<file path="src/rtl/final_image_writer.sv">
// Final image writer: accepts a stream of pixels through a small skid FIFO and
// writes them to consecutive image memory addresses 0..IMG_SIZE-1, honouring
// backpressure from the memory side. One image per start, done pulses at the end.
module final_image_writer #(
  parameter int ADDR_W     = 8,
  parameter int DATA_W     = 8,
  parameter int IMG_SIZE   = 256,
  parameter int FIFO_DEPTH = 4
) (
  input  logic              CLK,
  input  logic              RST,
  input  logic              start,
  input  logic              pix_valid,
  input  logic [DATA_W-1:0] pix_data,
  output logic              pix_ready,
  input  logic              out_stall,
  output logic              WE,
  output logic [ADDR_W-1:0] wA,
  output logic [DATA_W-1:0] WD,
  output logic              busy,
  output logic              done
);

  localparam int PTR_W = (FIFO_DEPTH > 1) ? $clog2(FIFO_DEPTH) : 1;
  localparam int CNT_W = ADDR_W + 1;
  localparam logic [CNT_W-1:0] IMG_CNT   = CNT_W'(IMG_SIZE);
  localparam logic [PTR_W:0]   DEPTH_CNT = (PTR_W + 1)'(FIFO_DEPTH);

  typedef enum logic [1:0] {IDLE, RUN, DRAIN, DONE} state_t;

  state_t            state;
  state_t            state_nxt;
  logic [DATA_W-1:0] mem [FIFO_DEPTH];
  logic [PTR_W-1:0]  wr_ptr;
  logic [PTR_W-1:0]  rd_ptr;
  logic [PTR_W:0]    occ;
  logic [CNT_W-1:0]  acc_cnt;
  logic [CNT_W-1:0]  wr_cnt;
  logic              fifo_full;
  logic              fifo_empty;
  logic              push;
  logic              pop;
  logic              clr;

  assign fifo_full  = (occ == DEPTH_CNT);
  assign fifo_empty = (occ == '0);
  assign push       = pix_valid & pix_ready;
  // Pop depends only on registered state and out_stall, so it never looks at push.
  assign pop        = ~fifo_empty & ~out_stall & ((state == RUN) | (state == DRAIN));
  assign clr        = (state == IDLE) & start;

  // State register
  always_ff @(posedge CLK) begin
    if (RST) state <= IDLE;
    else     state <= state_nxt;
  end

  // Next-state and status outputs, all decoded from registered state
  always_comb begin
    state_nxt = state;
    pix_ready = 1'b0;
    busy      = 1'b0;
    done      = 1'b0;
    case (state)
      IDLE: if (start) state_nxt = RUN;
      RUN: begin
        busy      = 1'b1;
        pix_ready = ~fifo_full & (acc_cnt < IMG_CNT);
        if (push && (acc_cnt == IMG_CNT - CNT_W'(1))) state_nxt = DRAIN;
      end
      DRAIN: begin
        busy = 1'b1;
        if ((wr_cnt == IMG_CNT) && fifo_empty) state_nxt = DONE;
      end
      DONE: begin
        done      = 1'b1;
        state_nxt = IDLE;
      end
      default: state_nxt = IDLE;
    endcase
  end

  // Counters and FIFO pointers; cleared on reset and when a new image starts
  always_ff @(posedge CLK) begin
    if (RST || clr) begin
      acc_cnt <= '0;
      wr_cnt  <= '0;
      wr_ptr  <= '0;
      rd_ptr  <= '0;
      occ     <= '0;
    end else begin
      if (push) begin
        acc_cnt <= acc_cnt + CNT_W'(1);
        wr_ptr  <= wr_ptr + PTR_W'(1);
      end
      if (pop) begin
        wr_cnt <= wr_cnt + CNT_W'(1);
        rd_ptr <= rd_ptr + PTR_W'(1);
      end
      case ({push, pop})
        2'b10:   occ <= occ + (PTR_W + 1)'(1);
        2'b01:   occ <= occ - (PTR_W + 1)'(1);
        default: occ <= occ;
      endcase
    end
  end

  // FIFO storage: data only, never reset
  always_ff @(posedge CLK) begin
    if (push) mem[wr_ptr] <= pix_data;
  end

  // Registered memory write port; address and data hold while WE is low
  always_ff @(posedge CLK) begin
    if (RST) begin
      WE <= 1'b0;
      wA <= '0;
      WD <= '0;
    end else begin
      WE <= pop;
      if (pop) begin
        wA <= wr_cnt[ADDR_W-1:0];
        WD <= mem[rd_ptr];
      end
    end
  end

endmodule

</file>
<file path="config.mk">
export PLATFORM = sky130hd
export DESIGN_NAME = final_image_writer
export DESIGN_NICKNAME = d
export VERILOG_FILES = /design/src/rtl/final_image_writer.sv
export SDC_FILE = /design/constraint.sdc
export NUM_CORES = 1
export LEC_CHECK = 0
export ABC_AREA = 0
export CAP_MARGIN = 10
export CORE_MARGIN = 3
export CORE_UTILIZATION = 56
export DETAILED_ROUTE_END_ITERATION = 16
export GPL_TIMING_DRIVEN = 0
export PLACE_DENSITY = 0.78
export SETUP_SLACK_MARGIN = 0.5
export SYNTH_ARGS = -nofsm -noshare
export SYNTH_HDL_FRONTEND = slang
export SYNTH_SLANG_ARGS = --single-unit
</file>
<file path="constraint.sdc">
create_clock -name CLK -period 3.15 [get_ports CLK]
set_clock_uncertainty 0.1 [all_clocks]
set_input_delay 0.63 -clock CLK [delete_from_list [all_inputs] [get_ports CLK]]
set_output_delay 0.63 -clock CLK [all_outputs]
set_load 0.02 [all_outputs]
</file>
==> impl_results.md <==
* Area growth syn-to-layout at 23.41%
* Vias in the first global route at 2,129
* Iter 0 DRT Violations at approximately 100
* DR DRC count at 0
* Pwr Density at ~590 nW/um^2
* Share of the synthesized area in the top cell type at 30.16%
* CP Capture Type: flop
* # fillers at around 360
* R2R setup slack at between 0.6 and 0.7 ns
* H-tree lvl count at 3
* Synth area leader: edfxtp_1
* Post-Syn Area at ~3200 sq um
* Initial antenna violation count at 0
* Critical path class: reg -> reg
* Max incr delay on CP at 0.37 ns
* Worst R2R Start: state[1]
* GPL Wtd Cong at between 0.8 and 0.9
* Clock Sinks at 76
* First-pass GRT wire length at 10.01 mm
* Slowest cell on crit path: dfxtp_4
* GR Overflow Total at 0
* Max Cap Viol at 0
* Mapped Nets at 313
* Total number of yosys warnings at 0
* Initial core utilization at 60.08%
* Antenna Cells at 0
* Hold Path End: WD[1]
* Worst slew pin tran at 0.5434 ns
* TritonRoute pass-1 iters at 4
* CTS Root Cell: clkbuf_8
* Worst r2r path cells at 12
* Leakage at 1.349 nW
* Highest Clock Rate at 0.3964 GHz
* Layout cells sized above 1 at 16.28%
* Core Region at 5303 sq um
* Crit-path max FO at 7
* Fin Setup TNS at 0 ns
* Most used cell, CP: inv_2
* RR Endpoint: occ[2]
* Vias per cell at 5.495
* Final Setup Violations at 0
* WP data arrival at roughly 2.7 ns
* PortBufs at 32
* Clk_lat worst skew at 0.35 ns
* Detailed-route via count at 2,275
* Final period util at 80.09%
* DRT antenna net count at 0
* Leading cell type in the layout, fill and taps excluded: nand2_1
* GR Util All Layers at 20.25%
* RSZ-0062 raised after global routing: false
* Syn_area_per_cell at 11.18 sq um
* Hold_sp: WD[1]
* Synth top area cells: edfxtp_1 30%, dfxtp_1 28%, mux4_2 5.7%
* Register Area at roughly 1800 sq um
* Hold Crit Class: reg -> reg
* Nets at 367
* Critical Path Start Type: flop
* Worst EP required at 3.34 ns
* VDD IR max at 0.0003445 V
* Fin. Hold Viols at 0
* Die X at ~81 microns
* DP HPWL at 4.126 mm
* Max Root-Sink Buffers at 2
* Largest net degree at the start of global routing at 17
* Hold depth at 2
* Multi-input gate area at around 1300 sq um
* Num ports at 33
* Die Span Y at approximately 80 microns
* Cells after synthesis at about 290
* # rows at 26
* Seq/Total Area, Yosys at 57.82%
* Yosys reg bits at 76
* Most frequent cells in the layout: 45 x nand2_1, 42 x dfxtp_1, 32 x a21oi_1, 32 x edfxtp_1, 30 x clkdlybuf4s50_1
* Reg clk slew, reported paths at 0.09 ns
* Critical Path, Cell by Cell: inv_2, ha_4, nor2b_4, nand2_4, inv_2, buf_8, ha_2, inv_1, fa_1, xor2_1, or3_1, a21oi_1
* Final Max Slew Viols at 0
* Die Area at 6629 sq um
* CTS buffer count at 9
* Status: finished clean
* Total power at 2.305 mW
* WL final at between 6 and 7 mm
* TritonCTS clock tree: built
* Unique masters post-synth at 39
* Wirelength per Cell at 14.64 microns
* Max transition margin at 63.78%
* Tmin final at about 2.5 ns
==> worst max-delay path by stage <==
stage	cells past startpoint	start	slack, ns	endpoint
final	12	state[1]	0.63	occ[2]
after global routing	12	state[1]	0.49	occ[2]
after global placement	11	out_stall	0.01	occ[2]
after detailed placement	11	out_stall	-0.06	occ[2]
after floorplan	12	state[1]	0.50	occ[2]
after CTS	12	state[1]	0.51	occ[2]
==> kinds of logic after synthesis <==
logic type	after synthesis	synth area share (%)
buffers and inverters	27	3.417
adder cells (fa/ha/maj)	15	6.127
AND/OR/NAND/NOR	99	15.04
flip-flops	76	57.82
XOR/XNOR	10	2.749
multiplexers	9	5.970
AO/OA/AOI/OAI	49	8.877
==> cells in the mapped netlist, drive strengths merged <==
master	number
ha	14
or4	4
or2	1
o31ai	4
a22o	1
nand4	4
nor4	1
clkbuf	5
mux4	8
and2	6
buf	7
dfxtp	44
nor3b	1
or3	6
nand3	7
nor4b	3
xnor2	4
edfxtp	32
o31a	1
fa	1
inv	15
nand2	46
a221o	1
a2111oi	1
a21oi	32
o21ai	5
a21o	1
nand3b	1
a31o	1
nand2b	3
o21a	1
xor2	6
nor2	15
nor2b	1
a211oi	1
mux2i	1
==> per-stage QoR <==
stage	utilization, %	worst slack [ns]	instances	hold WS [ns]	instance area [sq um]
floorplan	-	0.5041	285	0.3471	3208
global placement	68.19	0.01283	387	0.3425	3616
detailed placement	68.19	-0.05892	387	0.3480	3616
CTS	72.13	0.5148	404	0.3594	3825
global route	74.14	0.4948	414	0.3730	3931
finish	74.14	0.6272	414	0.3559	3931
==> sequential cells by signal, summed over array words and instances, names as in the netlist <==
register / count
WD: 8
WE: 1
wr_ptr: 2
acc_cnt: 9
occ: 3
wr_cnt: 9
state: 2
wA: 8
mem: 32
rd_ptr: 2
==> per-layer routing <==
metal  vias to the layer above  track usage (%)  wire (microns)
met5                         -                0               0
met4                         0            7.095              70
met3                         8            4.934             233
met2                        43            32.00            2999
met1                      1099            27.35            2757
li1                       1125                -               -
==> power breakdown <==
part / switching [mW] / total, mW / internal, mW
Combinational: 0.266 / 0.497 / 0.231
Clock: 0.396 / 0.700 / 0.304
Sequential: 0.0290 / 1.11 / 1.08
==> timing repair <==
action                     4_1_cts  5_1_grt
setup endpoints to repair        2       35
pin swaps                        0        1
gates resized for setup          6       11
setup buffers                    1       10
hold buffers                     0        0
==> layout make-up <==
cell class	instances	area share, %
inverters	15	1.432
clock buffers	9	3.151
repair buffers	43	10.38
plain buffers	12	1.655
clock inverters	7	1.591
flip-flops and latches	76	46.98
multi-input cells	182	32.59
well taps	70	2.228
==> critical path, delay by kind of cell, from the launching register on <==
family | cells | cell delay (ns)
simple gates | 3 | 0.56
compound gates | 1 | 0.14
xor+xnor | 1 | 0.16
flops | 1 | 0.37
buf+inv | 4 | 0.30
fa+ha+maj | 3 | 0.82
Power figures use the tool's default switching activity.
